## config.mk

```make
export PLATFORM = sky130hd
export DESIGN_NAME = down_counter_timer
export DESIGN_NICKNAME = d
export VERILOG_FILES = /design/src/rtl/down_counter_timer.sv
export SDC_FILE = /design/constraint.sdc
export NUM_CORES = 1
export LEC_CHECK = 0
export ABC_AREA = 1
export BUFFER_PORTS_ARGS = -buffer_cell sky130_fd_sc_hd__buf_2
export CORE_MARGIN = 8
export CORE_UTILIZATION = 51
export CTS_CLUSTER_DIAMETER = 30
export DETAILED_ROUTE_END_ITERATION = 6
export PLACE_DENSITY = 0.76
export SYNTH_ARGS = -nofsm -noshare
export SYNTH_HDL_FRONTEND = slang
export SYNTH_SLANG_ARGS = --single-unit
```

## constraint.sdc

```tcl
create_clock -name clk -period 1.3 [get_ports clk]
set_input_delay 0.39 -clock clk [delete_from_list [all_inputs] [get_ports clk]]
set_output_delay 0.39 -clock clk [all_outputs]
set_load 0.005 [all_outputs]
```

## src/rtl/down_counter_timer.sv

```systemverilog
// Loadable down-counter/timer with prescaler, terminal-count pulse and optional auto-reload.
// Count-down companion to the ripple up-counter in the counter/timing library.
module down_counter_timer #(
  parameter int WIDTH    = 4,
  parameter int PRESCALE = 1
) (
  input  logic             clk,
  input  logic             reset,
  input  logic             load,
  input  logic [WIDTH-1:0] load_value,
  input  logic             enable,
  input  logic             auto_reload,
  output logic [WIDTH-1:0] q,
  output logic             busy,
  output logic             tc
);

  localparam int PW = (PRESCALE > 1) ? $clog2(PRESCALE) : 1;
  localparam logic [PW-1:0] PRESC_LAST = PW'(PRESCALE - 1);

  typedef enum logic {IDLE, RUN} state_t;

  state_t           state_q;
  logic [WIDTH-1:0] count_q;
  logic [WIDTH-1:0] reload_q;
  logic [PW-1:0]    presc_q;
  logic [PW-1:0]    presc_d;
  logic             busy_q;
  logic             tc_q;
  logic             tick;

  // The prescaler keeps running in IDLE; a load always realigns its phase.
  assign tick    = enable && (presc_q == PRESC_LAST);
  assign presc_d = tick ? '0 : (enable ? presc_q + PW'(1) : presc_q);

  always_ff @(posedge clk or negedge reset) begin
    if (!reset) begin
      state_q  <= IDLE;
      count_q  <= '0;
      reload_q <= '0;
      presc_q  <= '0;
      busy_q   <= 1'b0;
      tc_q     <= 1'b0;
    end else begin
      tc_q <= 1'b0;
      if (load) begin
        count_q  <= load_value;
        reload_q <= load_value;
        presc_q  <= '0;
        if (load_value != '0) begin
          state_q <= RUN;
          busy_q  <= 1'b1;
        end else begin
          state_q <= IDLE;
          busy_q  <= 1'b0;
        end
      end else begin
        presc_q <= presc_d;
        if (state_q == RUN && tick) begin
          if (count_q > WIDTH'(1)) begin
            count_q <= count_q - WIDTH'(1);
          end else begin
            // RUN guarantees count_q != 0, so this is the terminal tick.
            tc_q <= 1'b1;
            if (auto_reload && reload_q != '0) begin
              count_q <= reload_q;
            end else begin
              count_q <= '0;
              state_q <= IDLE;
              busy_q  <= 1'b0;
            end
          end
        end
      end
    end
  end

  assign q    = count_q;
  assign busy = busy_q;
  assign tc   = tc_q;

endmodule

```

# [After elaboration in Yosys (flattened, before gate mapping)]
# Cells that the tools add are included.
[op_classes] n_bitwise=1 n_lt_le_gt_ge=1 add_sub_neg=2 div=0 shifts=0 mul=0 eq_ne=2 reduce_logical=8 n_mux=15
[op_table] operator="4-bit 2-to-1 mux" count=4
[op_table] operator="1-bit 2-to-1 mux" count=11
[op_table] operator="4-bit nonzero test" count=2
[op_table] operator="4-bit by 1-bit greater-than comparator with 1-bit output (second input constant)" count=1
[op_table] operator="2-bit != test (second input constant)" count=2
[op_table] operator="4-bit by 1-bit subtractor with 4-bit output (second input constant)" count=1
[op_table] operator="1-bit logical AND" count=3
[op_table] operator="3-bit AND reduction" count=1
[op_table] operator="3-bit nonzero test" count=1
[op_table] operator="2-bit nonzero test" count=1
[op_table] operator="1-bit adder (second input constant)" count=1
[op_table] operator="1-bit NOT" count=1
[totals] output_inout_bits=6 latch_bits=0 regBits=11 n_memories=0 rom_bits=0 ram_bits=0

# [Depth between registers and ports, before layout]
# Gate-level depths: netlist of the first run.
[logic_depth] ltp_word=6 mapped_depth=9 depth_no_buf=9

# [Least setup slack after synthesis of the first run]
# Ideal clock, no wire load.
[synth_timing] kind="reg-to-reg" start="register count_q[0], in the netlist q[0]" end="register count_q[0], in the netlist q[0]" required_ns=1.176 period_less_slack_ns=1.197 path_stages_with_launch=9 slack_ns=0.103 arrival_ns=1.073 path_buffers=0 cell_sequence="dfrtp_1 > inv_1 > ha_1 > inv_1 > nand2_4 > nand2_4 > nand2_1 > nand3_1 > nand3_1"
[synth_between] elab_chain_len=4 elab_cells_between_ends=5
[synth_lines] element="start, declared" line_no="24" source="logic [WIDTH-1:0] count_q;"
[synth_lines] element="start signal, assigned" line_no="47" source="count_q <= load_value;"
[synth_lines] element="start signal, assigned" line_no="61" source="count_q <= count_q - WIDTH'(1);"
[synth_lines] element="start signal, assigned" line_no="66" source="count_q <= reload_q;"
[synth_lines] element="4-bit by 1-bit subtractor with 4-bit output / 4-bit by 1-bit greater-than comparator with 1-bit output (equally long branches)" line_no="61, 60"
[synth_lines] element="4-bit 2-to-1 mux *" line_no="60" source="if (count_q > WIDTH'(1)) begin"
[synth_lines] element="4-bit 2-to-1 mux *" line_no="59" source="if (state_q == RUN && tick) begin"
[synth_lines] element="4-bit 2-to-1 mux *" line_no="46" source="if (load) begin"
# Every way passes the cells marked *; elsewhere a longest branch is shown, timed or not. The select of a mux whose other input is x is not followed.
# A chain may end at the register's enable or synchronous reset.

# [Worst setup path after layout of the first run]
[layout_timing] start="register count_q[1], in the netlist q[1]" end="register count_q[3], in the netlist q[3]"
# Same word-level chain as after synthesis.

==> flow_metrics.tcl, run 1 <==
set metrics [dict create \
    status "finished, violations left" \
    violations "setup timing" \
    fmax_ghz 0.754 \
    cts.clk_slew.worst_paths_ns 0.07 \
    routed_wl_um 1770 \
    grt_pass1_vias 615 \
    hold_violations 0 \
    finalCriticalPeriod_ns 1.33 \
    vias 685 \
    wl_met3_um 92 \
    ios 15 \
    clock_skew_ns 0.00354 \
    ys_ff_latch 11 \
    wire_per_inst_um 13.1 \
    synth.most_common_cell "nand2_1" \
    crit_required_ns 1.45 \
    insertedDiodeCount 0 \
    crit_family "simple AND/OR/NAND/NOR gates" \
    synth_fa_ha_area_share_pct 3.63 \
    h-tree-depth 1 \
    drtPass1Iterations 4 \
    synth-simple-area-share_pct 42.6 \
    crit_chain "buf_6 > buf_4 > nor2_1 > nand2_1 > nand2_1 > nand3_1 > nand2_1 > nand2_1" \
    cts_tree "built" \
    hold_class "in2reg" \
    cts_buffer_depth 2 \
    fin_ws_ns -0.0263 \
    drv_slew 0 \
    fillCellCount 102 \
    wl_met1_um 743 \
    antenna_found_initial 0 \
    ys.flop_type "dfrtp_1" \
    cts_buffers 3 \
    whs_ns 0.318 \
    die_h_um 52.8 \
    rows 13 \
    dp_cells 127 \
    worst_pin_slew_ns 0.269 \
    synth_compound_area_share_pct 2.90 \
    ant_nets 0 \
    final-instance-count-excl-fill 135 \
    grt_max_degree 12 \
    post_synth_most_frequent_cells "36 x nand2_1, 17 x inv_1, 13 x nand3_1" \
    synth-xor-area-share_pct 0 \
    grt-ovfl-total 0 \
    synthArstFlopShare_pct 100 \
    power.total_mw 0.993 \
    yosys-mux-area-fraction_pct 0 \
    start_kind "register" \
    slowest_stage "dfrtp_1" \
    critPathMaxStageDelay_ns 0.41 \
    path_class "reg2reg" \
    core_area_mm2 0.00128 \
    peakVddDrop_mv 0.595 \
    cts_sinks 11 \
    grt_pass1_wl_um 2530 \
    synth_top_family_by_area "simple AND/OR/NAND/NOR gates" \
    drive_gt1_share_pct 30.8 \
    die_w_um 52.8 \
    drc 0 \
    top_layer_used "met4" \
    insertion_delay_ns 0.27 \
    synth.avg_cell_area_um2 7.11 \
    viasPerCell 5.07 \
    min_period_over_period_pct 102 \
    crit_path_end_kind "register" \
    path_common_cell "nand2_1" \
    netlist_instances 97 \
    syn_nets 108 \
    synth_enable_flop_cells 0 \
    yosysSeqAreaShare_pct 39.9 \
    syn_to_final_growth_pct 28.1 \
    synth_top_cell_by_area "dfrtp_1" \
    dp_hpwl_um 1190 \
    r2r_slack_ns -0.03 \
    grtUsageTotal_pct 12.2 \
    mappedNetlistArea_um2 689 \
    yosysWarnings 0 \
    yosysUniqueCellTypes 15 \
    initial_core_util_pct 53.7 \
    pre_cts_ws_ns 0.0214 \
    crit_fanout 2 \
    power.density_mw_per_mm2 1120 \
    nNetsFinal 132 \
    worst-path-buf-inv 2 \
    slew_headroom_pct 82.0 \
    setup_violations 2 \
    maxCapViolCount 0 \
    place_congestion 0.808 \
    synth_top_area_share_pct 39.9 \
    die_area_mm2 0.00278 \
    first_iter_violations 23 \
    met2WireLength_um 860 \
    grt_setup_unrepaired "true" \
    io_buffers 14 \
    yosys-top-cells-area "dfrtp_1 40%, nand2_1 20%, nand3_1 9.4%, inv_1 9.3%, ha_1 3.6%" \
    p_leak_nw 0.495 \
    root_buffer "clkbuf_4" \
    cp.arrival_ns 1.47 \
]
-- state kept, by name (all words and copies together), names as in the netlist --
register / count
busy: 1
reload_q: 4
tc: 1
q: 4
presc_q: 1
-- what timing repair did --
action | in CTS | in global routing
gates resized for setup | 1 | 11
hold buffers | 1 | 0
cloned | 0 | 0
buffers inserted | 0 | 3
hold endpoints to repair | 11 | 0
endpoints found under the setup margin | 1 | 8
pin swaps | 0 | 4
-- logic make-up (layout without fill, tap and decap cells) --
logic type	after synthesis	count (layout)
AND/OR/NAND/NOR	61	61
buffers and inverters	19	42
flip-flops	11	11
AO/OA/AOI/OAI	4	4
adder cells (fa/ha/maj)	2	2
-- worst paths after layout --
check / startpoint / end / cells past startpoint
max: q[1] / q[3] / 8
min: enable / presc_q / 2
max reg2reg: q[1] / q[3] / 8
min reg2reg: reload_q[1] / reload_q[1] / 2
max in group asynchronous: reset / q[0] / 2
min in group asynchronous: reset / reload_q[2] / 2
-- worst register-to-register path, stage by stage, from the launching register on --
cell and delay, ns:
dfrtp_1 0.41, buf_6 0.13, buf_4 0.13, nor2_1 0.14, nand2_1 0.10, nand2_1 0.08, nand3_1 0.07, nand2_1 0.08
nand2_1 0.07
-- per-layer routing --
metal / vias up / GRT usage [%]
li1: 342 / -
met1: 317 / 14.2
met2: 18 / 18.4
met3: 8 / 4.26
met4: 0 / 7.76
met5: - / 0
-- cell type report --
cell class              count  area, um2  share of cell area [%]
flip-flops and latches     11        279                    31.6
clock buffers               4       26.3                    2.97
repair buffers             20        128                    14.4
inverters                  18       67.6                    7.65
multi-input cells          67        364                    41.2
well taps                  15       18.8                    2.12
-- where the power goes --
part	internal [mW]	switching [mW]
clock	0.119	0.116
sequential	0.378	0.0445
combinational	0.147	0.189
total	0.644	0.349
-- per-stage QoR --
step | utilization [%] | cell area, um2 | setup TNS (ns)
floorplan | - | 689 | 0
global placement | 61.1 | 786 | 0
detailed placement | 61.1 | 786 | 0
CTS | 64.1 | 823 | 0
global route | 68.7 | 883 | -0.219
finish | 68.7 | 883 | -0.0336
-- placed cells by master (no fill, tap or decap), drive strengths merged --
master and count:
dfrtp 11, clkbuf 4, nor3 2, nand2 38, nor2 7, nand3 14
dlygate4sd3 1, o21ai 4, inv 18, ha 2, buf 19
Power figures use the tool's default switching activity.
==> run 2, diff against run 1 <==
Settings changed: BUFFER_PORTS_ARGS -buffer_cell sky130_fd_sc_hd__buf_2 to -buffer_cell sky130_fd_sc_hd__clkbuf_2.
==> run 2 against run 1 <==
The run now ends clean. Critical path type is now reg2out. Largest cell class unchanged. Wire length shrank 15%. Highest routed layer unchanged. Sequential cell count is the same. Register-to-register slack gained 0.09 ns. Clock skew grew 0.0044 ns. Critical endpoint is now q[0].
==> flow_metrics.tcl, run 2 (same netlist as run 1, synthesis figures left out) <==
set metrics [dict create \
    reg2reg_to "q[1]" \
    drv_slew 0 \
    cts_buffer_depth 2 \
    grt_pass1_vias 652 \
    start_kind "register" \
    die_h_um 52.8 \
    setup_violations 0 \
    rows 13 \
    hp-start "enable" \
    h-tree-depth 1 \
    die_area_mm2 0.00278 \
    reg2reg_from "q[0]" \
    crit_fanout 3 \
    hold_violations 0 \
    crit_required_ns 0.91 \
    drc 0 \
    grt-ovfl-total 0 \
    slew_headroom_pct 81.0 \
    root_buffer "clkbuf_4" \
    fin_util_pct 65.6 \
    ant_nets 0 \
    ios 15 \
    routed_wl_um 1500 \
    fillCellCount 119 \
    grt_setup_unrepaired "true" \
    grt_pass1_wl_um 2620 \
    clock_skew_ns 0.00796 \
    final_cell_mix "36 x nand2_1, 16 x inv_1, 14 x clkbuf_2, 13 x nand3_1, 9 x dfrtp_1" \
    viasPerCell 4.88 \
    fmax_ghz 0.781 \
    drive_gt1_share_pct 26.1 \
    status "complete, no violations" \
    min_period_over_period_pct 98.4 \
    insertedDiodeCount 0 \
    r2r_slack_ns 0.06 \
    die_w_um 52.8 \
    crit_path_end_kind "output port" \
    cts_sinks 11 \
    insertion_delay_ns 0.27 \
    syn_to_final_growth_pct 22.3 \
    finalCriticalPeriod_ns 1.28 \
    maxCapViolCount 0 \
    first_iter_violations 19 \
    worst_pin_slew_ns 0.285 \
    p_leak_nw 0.493 \
    cp.arrival_ns 0.89 \
    grtUsageTotal_pct 12.2 \
    place_congestion 0.764 \
    hold_class "in2reg" \
    tns_ns 0 \
    core_area_mm2 0.00128 \
    r2r_cells 9 \
    grt_max_degree 12 \
    dp_hpwl_um 1240 \
    nNetsFinal 131 \
    cts_tree "built" \
    wire_per_inst_um 11.2 \
    vias 654 \
    initial_core_util_pct 53.7 \
    antenna_found_initial 0 \
    hold_end "presc_q" \
    final_common_cell "nand2_1" \
    power.density_mw_per_mm2 1120 \
    cts.clk_slew.worst_paths_ns 0.07 \
    peakVddDrop_mv 0.547 \
    min_path_cells 2 \
    io_buffers 14 \
    cts_buffers 3 \
    drtPass1Iterations 4 \
    path_class "reg2out" \
]
## run 2: changes by cell type in the layout (fill, tap and decap cells not counted), moves of 2 or more
cell and delta:
clkbuf_2 +14, buf_2 -13, ha_1 +2, ha_4 -2, inv_1 +2, inv_2 -2
## run 2: worst max-delay path by stage
| stage | from | endpoint | slack, ns | cells past startpoint |
|---|---|---|---|---|
| 2_1_floorplan | q[0] | q[0] | 0.10 | 8 |
| 4_1_cts | q[3] | q[3] | 0.009 | 1 |
| 5_1_grt | q[0] | busy | -0.03 | 9 |
| 3_3_place_gp | q[0] | q[3] | 0.05 | 8 |
| 3_5_place_dp | q[0] | q[3] | 0.01 | 8 |
| 6_report | q[0] | q[0] | 0.02 | 2 |
## run 2: critical path: stages, from the launching register on
cell	delay, ns
dfrtp_1	0.37
buf_4	0.14
clkbuf_2	0.11
## run 2: final cells by class
| type | count | area (um2) | area share (%) |
|---|---|---|---|
| Clock buffer | 4 | 26.3 | 3.12 |
| Inverter | 18 | 67.6 | 8.01 |
| Multi-Input combinational cell | 67 | 339 | 40.2 |
| Sequential cell | 11 | 278 | 32.9 |
| Tap cell | 15 | 18.8 | 2.23 |
| Timing Repair Buffer | 19 | 114 | 13.5 |
## run 2: metrics by stage
step	std cells	hold slack [ns]	setup WS [ns]	cell area, um2	power, mW
finish	134	0.326	0.0203	843	0.940
global route	134	0.338	-0.0339	843	1.01
CTS	132	0.325	0.00913	822	0.927
detailed placement	127	0.283	0.0143	786	0.694
global placement	127	0.279	0.0546	786	0.683
floorplan	97	0.0944	0.103	689	0.598
## run 2: timing repair
| item | in CTS | in global routing |
|---|---|---|
| endpoints found under the setup margin | 0 | 8 |
| hold endpoints to repair | 11 | 0 |
| gates resized for setup | 0 | 4 |
| hold buffers | 1 | 0 |
| setup buffers | 0 | 2 |
## run 2: where the power goes
group / switching [mW] / internal, mW
Combinational: 0.171 / 0.124
Clock: 0.113 / 0.119
Sequential: 0.0355 / 0.377
## run 2: per-layer routing
layer	track usage, %	vias up	routed length [um]
met2	20.3	19	750
met5	0	-	0
li1	-	340	-
met4	3.88	0	10
met3	4.55	4	87
met1	13.9	291	649
==> run 3, diff against run 2 <==
Clock period 1.3 ns to 1.2 ns, I/O delays scaled along.
==> run 3 against run 2 <==
The run now ends with setup timing left. Worst hold slack worse by 0.041 ns. Register-to-register slack worse by 0.11 ns. Core utilization is 7.4 points higher. Sequential power up 8.2%. First-iteration DRC count is 42% lower. Worst setup slack got worse by 0.079 ns. Cell area is 11% higher.
==> flow_metrics.tcl, run 3 (same netlist as run 1, synthesis figures left out) <==
set metrics [dict create \
    crit_path_end_kind "output port" \
    start_kind "register" \
    core_area_mm2 0.00128 \
    path_class "reg2out" \
    seq_power_share_pct 39.5 \
    maxCapViolCount 0 \
    switching_share_pct 35.4 \
    routed_wl_um 1660 \
    pre_cts_ws_ns -0.0418 \
    tns_ns -0.135 \
    grt_setup_unrepaired "true" \
    min_path_cells 2 \
    grt-ovfl-total 0 \
    die_h_um 52.8 \
    viasPerCell 4.80 \
    cts_buffers 3 \
    crit_fanout 2 \
    drive_gt1_share_pct 37.9 \
    grt_pass1_wl_um 2570 \
    status "finished, violations left" \
    r2r_cells 9 \
    p_leak_nw 0.519 \
    antenna_found_initial 0 \
    power.density_mw_per_mm2 1210 \
    insertion_delay_ns 0.27 \
    cts_sinks 11 \
    fin_ws_ns -0.0588 \
    violations "setup timing" \
    drv_slew 0 \
    h-tree-depth 1 \
    cp.arrival_ns 0.90 \
    final_common_cell "nand2_1" \
    nNetsFinal 136 \
    initial_core_util_pct 53.7 \
    rows 13 \
    peakVddDrop_mv 0.670 \
    place_congestion 0.806 \
    fmax_ghz 0.794 \
    hold_class "in2reg" \
    cts_tree "built" \
    p_switching_mw 0.401 \
    ios 15 \
    cts.clk_slew.worst_paths_ns 0.07 \
    grt_max_degree 12 \
    grt_pass1_vias 630 \
    insertedDiodeCount 0 \
    setup_violations 5 \
    clockPowerShare_pct 22.9 \
    pwr-share-comb_pct 37.6 \
    vias 667 \
    dp_hpwl_um 1170 \
    wire_per_inst_um 11.9 \
    whs_ns 0.284 \
    worst_pin_slew_ns 0.282 \
    io_buffers 14 \
    drc 0 \
    drtPass1Iterations 3 \
    syn_to_final_growth_pct 36.1 \
    ant_nets 0 \
    cts_buffer_depth 2 \
    crit_required_ns 0.84 \
    die_area_mm2 0.00278 \
    root_buffer "clkbuf_4" \
    min_period_over_period_pct 105 \
    internal_power_mw 0.731 \
    first_iter_violations 11 \
    final_cell_mix "34 x nand2_1, 13 x inv_1, 13 x clkbuf_2, 11 x nand3_1" \
    finalCriticalPeriod_ns 1.26 \
    die_w_um 52.8 \
    grtUsageTotal_pct 12.3 \
    fin_util_pct 73.0 \
    clock_skew_ns 0.00291 \
    slew_headroom_pct 81.2 \
    hold_violations 0 \
]
==> run 3: cell count changes in the layout (fill, tap and decap cells not counted), sizes merged <==
| cell | before | now |
|---|---|---|
| clkbuf | 18 | 17 |
| buf | 4 | 10 |
==> run 3: power groups by stage <==
stage               combinational (mW)  clock, mW  sequential [mW]
floorplan                        0.194          0            0.453
global placement                 0.301          0            0.451
detailed placement               0.305          0            0.455
CTS                              0.341      0.267            0.443
global route                     0.470      0.287            0.452
finish                           0.426      0.259            0.447
==> run 3: metrics by stage <==
stage / instances / power [mW] / area (um2)
2_1_floorplan: 97 / 0.647 / 689
3_3_place_gp: 129 / 0.753 / 801
6_report: 139 / 1.13 / 938
4_1_cts: 136 / 1.05 / 861
3_5_place_dp: 129 / 0.760 / 801
5_1_grt: 139 / 1.21 / 938
==> run 3: critical path, cell delays in order, from the launching register on <==
cell and delay (ns):
dfrtp_1 0.40, buf_6 0.12, buf_6 0.10
==> run 3: area by class of cell <==
class / instances / area (um2)
timing repair buffer: 24 / 158
inverter: 18 / 70.1
sequential: 11 / 279
fill: 100 / 347
tap: 15 / 18.8
multi-input combinational: 67 / 387
clock buffer: 4 / 26.3
==> run 3: path summary, 6_finish.rpt <==
| check | slack, ns | to | from |
|---|---|---|---|
| worst max-delay path | -0.06 | q[1] | q[1] |
| max in group asynchronous | 0.47 | q[0] | reset |
| worst max register to register | -0.05 | busy | q[0] |
| worst min-delay path | 0.28 | presc_q | enable |
| worst min register to register | 0.51 | reload_q[0] | reload_q[0] |
| min in group asynchronous | 0.49 | reload_q[2] | reset |
==> run 3: what timing repair did <==
action,in CTS,in global routing
hold buffers,1,0
endpoints found under the hold margin,11,0
buffers inserted,2,3
endpoints found under the setup margin,8,9
cloned,0,0
pin swaps,0,3
gates resized for setup,6,14
==> run 3: metal layers <==
layer | vias to the layer above | share of wire, % | global-route usage (%)
met5 | - | 0 | 0
met4 | 0 | 1.4 | 6.47
li1 | 351 | - | -
met1 | 301 | 44 | 14.4
met3 | 2 | 3.1 | 3.69
met2 | 13 | 51 | 19.3
